**src/rtl/if_id_register.sv**
```systemverilog
// IF/ID pipeline register with load-use hazard detection, PCWrite/bubble generation and redirect flush.
// Optional stall/flush performance counters are enabled by defining IF_ID_PERF_CNT_EN.
module if_id_register #(
  parameter logic [31:0] NOP_WORD = 32'hD503201F
) (
  input  logic        clock,
  input  logic        reset,
  input  logic [31:0] instruction_in,
  input  logic [63:0] PC_in,
  input  logic [63:0] PC_inc_in,
  input  logic        or_out,
  input  logic        Branchreg,
  input  logic        ext_stall,
  input  logic        ID_EX_MemRead,
  input  logic [4:0]  ID_EX_rd,
  output logic [31:0] instruction_out,
  output logic [63:0] PC_out,
  output logic [63:0] PC_inc_out,
  output logic        valid_out,
  output logic        PCWrite,
  output logic        bubble
`ifdef IF_ID_PERF_CNT_EN
  ,
  output logic [31:0] stall_count,
  output logic [31:0] flush_count
`endif
);

  logic [31:0] r_instr;
  logic [63:0] r_pc;
  logic [63:0] r_pc_inc;
  logic        r_valid;

  logic [4:0]  w_rn;
  logic [4:0]  w_rm;
  logic [4:0]  w_rt;
  logic        w_rd_match;
  logic        w_hazard;
  logic        w_stall;
  logic        w_flush;

  // Field compare ignores the opcode; immediates aliasing Rm/Rt may stall spuriously, which is harmless.
  assign w_rn       = r_instr[9:5];
  assign w_rm       = r_instr[20:16];
  assign w_rt       = r_instr[4:0];
  assign w_rd_match = (ID_EX_rd == w_rn) | (ID_EX_rd == w_rm) | (ID_EX_rd == w_rt);
  assign w_hazard   = r_valid & ID_EX_MemRead & (ID_EX_rd != 5'd31) & w_rd_match;
  assign w_stall    = w_hazard | ext_stall;
  assign w_flush    = or_out | Branchreg;

  assign PCWrite = ~w_stall | w_flush;
  assign bubble  = w_hazard | ~r_valid;

  always_ff @(posedge clock) begin
    if (reset) begin
      r_instr  <= NOP_WORD;
      r_pc     <= 64'd0;
      r_pc_inc <= 64'd0;
      r_valid  <= 1'b0;
    end else if (w_flush) begin
      r_instr  <= NOP_WORD;
      r_pc     <= PC_in;
      r_pc_inc <= PC_inc_in;
      r_valid  <= 1'b0;
    end else if (!w_stall) begin
      r_instr  <= instruction_in;
      r_pc     <= PC_in;
      r_pc_inc <= PC_inc_in;
      r_valid  <= 1'b1;
    end
  end

  assign instruction_out = r_instr;
  assign PC_out          = r_pc;
  assign PC_inc_out      = r_pc_inc;
  assign valid_out       = r_valid;

`ifdef IF_ID_PERF_CNT_EN
  logic [31:0] r_stall_count;
  logic [31:0] r_flush_count;

  // Counters saturate rather than wrap so long runs never alias back to small values.
  always_ff @(posedge clock) begin
    if (reset) begin
      r_stall_count <= 32'd0;
      r_flush_count <= 32'd0;
    end else begin
      if (w_stall && !w_flush && (r_stall_count != 32'hFFFF_FFFF))
        r_stall_count <= r_stall_count + 32'd1;
      if (w_flush && (r_flush_count != 32'hFFFF_FFFF))
        r_flush_count <= r_flush_count + 32'd1;
    end
  end

  assign stall_count = r_stall_count;
  assign flush_count = r_flush_count;
`endif

endmodule

```
**config.mk**
```make
export PLATFORM = sky130hd
export DESIGN_NAME = if_id_register
export DESIGN_NICKNAME = d
export VERILOG_FILES = /design/src/rtl/if_id_register.sv
export SDC_FILE = /design/constraint.sdc
export NUM_CORES = 1
export LEC_CHECK = 0
export CAP_MARGIN = 20
export CORE_UTILIZATION = 38
export CTS_CLUSTER_DIAMETER = 60
export DETAILED_ROUTE_END_ITERATION = 6
export GPL_ROUTABILITY_DRIVEN = 0
export PLACE_DENSITY = 0.82
export RECOVER_POWER = 50
export SYNTH_ARGS = -nofsm -noshare
export SYNTH_HDL_FRONTEND = slang
export SYNTH_SLANG_ARGS = --single-unit
```
**constraint.sdc**
```tcl
create_clock -name clock -period 1.64 [get_ports clock]
set_input_delay 0.328 -clock clock [delete_from_list [all_inputs] [get_ports clock]]
set_output_delay 0.328 -clock clock [all_outputs]
set_load 0.02 [all_outputs]
```
After elaboration in Yosys (flattened, before gate mapping)
Index checks and enable logic that the tools add are counted.

word-level totals
  output and inout bits = 163
  flip-flop bits (word level) = 161
  bits of input ports = 171

operators by class
  bitwise operators = 11
  reduce and logical (&&, ||, !) cells = 1
  equal/unequal tests = 5
  muxes and demuxes = 4

operator list
  cell                  count
  $mux W64              4
  $eq A5 B5 Y1          3
  $or A1 B1 Y1          6
  $ne A5 B5 Y1 const B  1
  $and A1 B1 Y1         3
  $ne A2 B1 Y1 const B  1
  $not A1 Y1            2
  $reduce_or A2 Y1      1

Longest topological paths before layout
  word-level depth = 7
  mapped depth = 7
  depth with buffers taken out = 5

Worst setup path before layout
OpenSTA, ideal clock, no wires.

  kind = reg-to-output
  start = reg r_instr[2], in the netlist instruction_out[2]
  end = out PCWrite
  path buffers = 1
  arrival = 1.396 ns
  slack = -0.084 ns
  cell stages (with the launch flop) = 6
  required time = 1.312 ns
  cells stage by stage = dfxtp_1 -> xnor2_1 -> nand3_2 -> o22ai_4 -> o311ai_4 -> buf_4

on the way
  cells in the longest elaborated chain, start to end = 6

ends and longest elaborated chain
  what                      RTL line  source
  start: declaration        29        logic [31:0] r_instr;
  start signal: assignment  66        r_instr <= instruction_in;
  $eq A5 B5 Y1              46        assign w_rd_match = (ID_EX_rd == w_rn) | (ID_EX_rd == w_rm) | (ID_EX_rd == w_rt);
  $or A1 B1 Y1              46
  $and A1 B1 Y1             47        assign w_hazard = r_valid & ID_EX_MemRead & (ID_EX_rd != 5'd31) & w_rd_match;
  $or A1 B1 Y1              48        assign w_stall = w_hazard | ext_stall;
  $not A1 Y1                51        assign PCWrite = ~w_stall | w_flush;
  $or A1 B1 Y1              51
  end: declaration          20        output logic PCWrite,

No other way between the ends.

Worst setup path after layout
  start = reg r_instr[5], in the netlist instruction_out[5]
  end = out PCWrite

on the way
  cells in the longest elaborated chain, start to end = 7

ends and longest elaborated chain
  what                       RTL line
  $eq A5 B5 Y1               46
  $or A1 B1 Y1 (2 in a row)  46
  $and A1 B1 Y1              47
  $or A1 B1 Y1               48
  $not A1 Y1                 51
  $or A1 B1 Y1               51

No other way between the ends.

==> results.ini <==
[floorplan]
start_util_pct=39.1
fp.dieH_um=141
core_area_um2=18900
boundaryPins=334
core.rowCount=50
fp.dieArea_um2=20000
die_w_um=141

[power_and_ir_drop]
vdd.ir_drop.worst_v=0.000648
p_leak_nw=5.99
power_density_nw_per_um2=830

[yosys]
ys_ff_latch=161
synth.cell_area_um2=7390
synth_nets=899
seq_area_frac_synth_pct=43.6
netlist_top_cells_area=dfxtp_1, mux2i_1, nand2b_1
synth_area_per_cell_um2=10.1
synthCells=728
yosys_warnings=0
yosysTopAreaCellShare_pct=43.6
synth_top_area_cell=dfxtp_1
ys_types=24

[critical_path]
start_kind=register
critPathMaxFanout=3
crit_chain=xnor2_2, nand3_2, nor3_4, o311ai_4, buf_6, buf_6
critPathSlowestCell=dfxtp_2
critPathArrivalTime_ns=1.71
timing.setup.critical_path_class=reg2out
cp_slowest_stage_delay_ns=0.35
reg2reg_depth=10
worst_path_most_repeated_cell=buf_6
endpoint_kind=output pin
cp.required_ns=1.31

[layout]
nFillCells=1590
drive_above_1_share_pct=12.2
fin_nets=1263
design_area_um2=12200
final-seq-area_um2=3240
multi_input_area_um2=3840
antenna_cells=0
area_delta_synth_final_pct=64.6

[routing]
vias=6269
detail_route.first_pass.iterations=4
wl_um=22300
viasPerCell=4.59
ant_nets=0
avgRoutedWirePerCell_um=16.4
drt_iter0_markers=153
drc_errors=0

[cts]
cts_max_level=4
cts_root_buf=clkbuf_16
insertion_delay_ns=0.42
cts.sinks=161
cts_tree=done
cts_buffer_depth=2
cts_made_buffers=17
clkSlewWorstSetupHoldPaths_ns=0.07

[timing]
final-hold-violation-count=0
setup_viol=154
fin_worst_skew_ns=0.00953
fin_crit_ns=2.04
fmax_ghz=0.490
worst_pin_slew_ns=0.665
slew_headroom_pct=55.7
timing.final.crit_share_pct=125
fin_ws_ns=-0.403
rsz0062_at_grt=yes
maxSlewViolCount=0
whs_ns=0.458

[global_routing]
grt_antenna_before_repair=0
grt_pass1_vias=6482
grt.total_usage_pct=22.5
grt_max_degree=209
overflow=0
grt_pass1_wl_um=34400

[run]
drv_cap=0

[run_status]
status=finished with violations
violations=setup timing

[min_path]
hp-class=reg2reg
hold_depth=2

[place]
placed_cell_area_um2=10900
io_buffers=333
hpwl_um=14200

==> kinds of logic after synthesis <==
kind of cell	synth area share, %
compound gates	1.24
xor+xnor	1.78
buf+inv	5.64
flops	43.6
mux	21.7
simple gates	26.0
==> critical path, delay by kind of cell (launching register included) <==
kind | cells | cell delay (ns)
and+or+nand+nor | 2 | 0.37
DFF | 1 | 0.35
buffers and inverters | 2 | 0.29
xor gates and xnor gates | 1 | 0.17
AOI/OAI and AO/OA | 1 | 0.12
==> what timing repair did <==
item,CTS,global route
setup buffers,15,0
gates cloned,19,0
setup endpoints to repair,323,163
resized for setup,227,11
hold buffers,0,0
pin swaps,3,4
==> area by class of cell <==
class                           instances  share of cell area (%)
Tap cell                              260                    2.68
Multi-Input combinational cell        514                    31.6
Clock inverter                         14                    1.08
Inverter                                1                  0.0309
Clock buffer                           18                    3.61
Sequential cell                       161                    26.7
Timing Repair Buffer                  397                    34.3
==> metal layers <==
layer	wire, um	vias to the layer above	GRT usage (%)	share of wire [%]
li1	-	3079	-	-
met1	8720	2909	24.2	39
met2	11000	237	40.0	49
met3	1830	44	7.36	8.2
met4	751	0	10.1	3.4
met5	0	-	0	0
==> layout by cell type (no fill, tap or decap), drive strengths merged, types with 7 or more instances in the layout <==
| cell type | synthesis | routed |
|---|---|---|
| nand2b | 256 | 256 |
| clkdlybuf4s50 | 0 | 164 |
| xnor2 | 13 | 13 |
| nand2 | 43 | 43 |
| dfxtp | 161 | 161 |
| clkbuf | 34 | 20 |
| nor2 | 27 | 27 |
| mux2i | 160 | 160 |
| buf | 18 | 65 |
| dlygate4sd2 | 0 | 165 |
| clkinvlp | 0 | 7 |
==> metrics by stage <==
| step | setup TNS, ns | std cells | total power, mW | setup slack, ns | util [%] |
|---|---|---|---|---|---|
| after floorplan | 0 | 728 | 5.22 | 0.0127 | - |
| after global placement | -131.54 | 1299 | 6.17 | -0.994 | 57.9 |
| after detailed placement | -136.62 | 1299 | 6.20 | -1.02 | 57.9 |
| after CTS | -30.69 | 1365 | 10.2 | -0.380 | 64.1 |
| after global routing | -46.26 | 1365 | 10.5 | -0.470 | 64.3 |
| final | -35.36 | 1365 | 10.1 | -0.403 | 64.3 |
==> synthesized netlist by cell type <==
cell type	number
buf_1	1
buf_12	12
buf_4	4
buf_6	1
clkbuf_1	34
dfxtp_1	161
inv_1	1
mux2i_1	160
nand2_1	43
nand2b_1	256
nand3_1	2
nand3_2	2
nor2_1	27
nor3_1	1
nor3_4	1
o211ai_1	1
o21a_1	1
o221ai_1	1
o22ai_4	1
o311ai_4	1
o31ai_4	1
or3_1	1
xnor2_1	13
xor2_1	2
==> path summary, 6_finish.rpt <==
kind / from / endpoint / slack (ns)
setup reg to reg: instruction_out[5] / PC_out[13] / -0.37
setup / recovery: instruction_out[5] / PCWrite / -0.40
hold reg to reg: instruction_out[29] / instruction_out[29] / 0.46
hold / removal: instruction_out[29] / instruction_out[29] / 0.46
==> state kept, by name (all words and copies together), names as in the netlist <==
register	cells
PC_out	64
PC_inc_out	64
instruction_out	32
valid_out	1
==> power breakdown <==
part           internal (mW)  switching, mW
combinational           1.05          0.852
clock                   2.15           1.78
sequential              4.13          0.114
total                   7.34           2.75
(Power assumes the default switching activity.)
==> patch, RTL diff (same settings) <==
Add a define of `IF_ID_PERF_CNT_EN`.
--- a/src/rtl/if_id_register.sv
+++ b/src/rtl/if_id_register.sv
@@ -1,5 +1,7 @@
 // IF/ID pipeline register with load-use hazard detection, PCWrite/bubble generation and redirect flush.
 // Optional stall/flush performance counters are enabled by defining IF_ID_PERF_CNT_EN.
+`define IF_ID_PERF_CNT_EN
+
 module if_id_register #(
   parameter logic [31:0] NOP_WORD = 32'hD503201F
 ) (
Formal check against the unedited RTL (old outputs only; new: flush_count and stall_count): equivalent (Yosys induction, for registers that start in step).
==> patch against the unedited design <==
Setup slack worse by 0.37 ns. Power up 44%. The run still ends with setup timing left. Sequential cell count up 64. Critical path type is now reg -> reg. Area after synthesis up 18%. Register-to-register slack worse by 0.41 ns. Design area up 38%. Worst hold slack worse by 0.24 ns. Routed wire length up 73%.
==> patch: results (changes against the unedited design) <==
* Status: finished with violations
* Failing checks: setup timing
* IO buf count at 397 (+19%)
* Router iterations before antenna repair at 6 (+2)
* Max VDD drop at 0.700 mV (+8.1%)
* Layout cells sized above 1 at 25.2% (+13 points)
* DP Wirelength at 21.7 mm (+53%)
* WL per Instance at 19.9 um (+22%)
* Register area share after synthesis at 51.6% (+7.9 points)
* Placed Area at 14300 um2 (+30%)
* Initial antenna violation count at 0 (unchanged)
* Skew final at 0.0213 ns (+0.0118 ns)
* Crit path max fanout at 11 (+8)
* Setup TNS at -175.34 ns (-139.98 ns)
* Total CTS buffers at 27 (+10)
* Clock Latency Late Sink at 0.54 ns (+0.12 ns)
* Syn_nets at 1224 (+36%)
* Initial DRC Count at 713 (+370%)
* Vias per cell at 5.24 (+14%)
* Htree depth at 1 (-3)
* Clock tree buffer depth at 3 (+1)
* Synth area leaders: dfxtp_1 52%, nand2_1 13%, a21oi_1 8.0%
* Cell variety after synth at 42 (+75%)
* Worst EP arrival at 2.86 ns (+1.15 ns)
* P_leak at 6.83 nW (+14%)
* Post-synthesis adder-cell area fraction at 0.287% (+0.29 points)
* XOR/XNOR Fraction of Synth Area at 6.82% (+5.0 points)
* Synth top cells by count: 299 x nand2_1, 225 x dfxtp_1, 139 x a21oi_1, 97 x nor2_1, 55 x xor2_1
* Vias in the first global route at 9662 (+49%)
* CTS root buffer: clkbuf_16
* Post-synthesis compound-gate area fraction at 9.14% (+7.9 points)
* YS warnings at 0 (unchanged)
* Post-synthesis mux area share at 3.67% (-18 points)
* Nets at 1802 (+43%)
* Max stage delay cell, worst path: dfxtp_4
* CP max stage delay at 0.34 ns
* Setup-failing EPs final at 450 (+190%)
* Gr usage total at 26.5% (+4.0 points)
* Hold Crit Class: in -> reg
* Slew margin rel. at 62.9% (+7.3 points)
* Async S/R FF share, synth at 0% (unchanged)
* First-pass GRT wire length at 50.1 mm (+45%)
* Pin count of the biggest net entering global routing at 100 (-52%)
* Setup WS post-layout at -0.777 ns (-0.375 ns)
-- patch: through the flow --
stage | setup slack, ns | hold WS, ns | std cells | util [%]
6_report | -0.777 | 0.220 | 1935 | 74.4
5_1_grt | -0.849 | 0.234 | 1935 | 74.4
4_1_cts | -0.753 | 0.210 | 1892 | 69.2
3_5_place_dp | -1.22 | 0.444 | 1829 | 63.1
3_3_place_gp | -1.13 | 0.437 | 1829 | 63.1
2_1_floorplan | -0.413 | 0.424 | 1051 | -
-- patch: final timing paths --
kind,start,depth (start not counted),slack [ns],endpoint
max,instruction_out[1],12,-0.78,PC_inc_out[46]
max reg2reg,instruction_out[1],12,-0.78,PC_inc_out[46]
min,reset,4,0.22,instruction_out[0]
min reg2reg,PC_out[49],2,0.45,PC_out[49]
-- patch: cell type report --
cell class | count | area, um2
Sequential cell | 225 | 4580
Tap cell | 285 | 357
Timing Repair Buffer | 611 | 6460
Clock inverter | 15 | 196
Multi-Input combinational cell | 761 | 4420
Inverter | 3 | 13.8
Fill cell | 1445 | 5780
Clock buffer | 35 | 766
-- patch: cells by family after synthesis --
kind of cell / count (synthesis)
simple gates: 504
fa+ha+maj: 2
buf+inv: 65
mux: 32
flops: 225
compound gates: 155
xor+xnor: 68
-- patch: power by group --
| part | switching, mW | total, mW | internal (mW) |
|---|---|---|---|
| sequential | 0.133 | 5.80 | 5.67 |
| combinational | 1.06 | 2.28 | 1.22 |
| clock | 2.48 | 6.41 | 3.93 |
| total | 3.67 | 14.5 | 10.8 |
-- patch: timing repair --
action	4_1_cts	5_1_grt
pin swaps	11	23
gates cloned	8	29
resized for setup	41	137
setup buffers	6	16
endpoints found under the hold margin	0	0
setup endpoints to repair	451	450
-- patch: worst max-delay path, delay by kind of cell (launching register included) --
kind / cells / cell delay (ns)
buf+inv: 6 / 0.89
xor+xnor: 1 / 0.17
simple gates: 2 / 0.39
compound gates: 3 / 0.53
flops: 1 / 0.34
-- patch: layer usage --
| layer | GRT usage (%) | wire [um] | vias to the layer above |
|---|---|---|---|
| li1 | - | - | 4651 |
| met1 | 29.0 | 14000 | 4808 |
| met2 | 48.1 | 19200 | 527 |
| met3 | 6.85 | 3340 | 158 |
| met4 | 11.6 | 2040 | 0 |
| met5 | 0 | 0 | - |
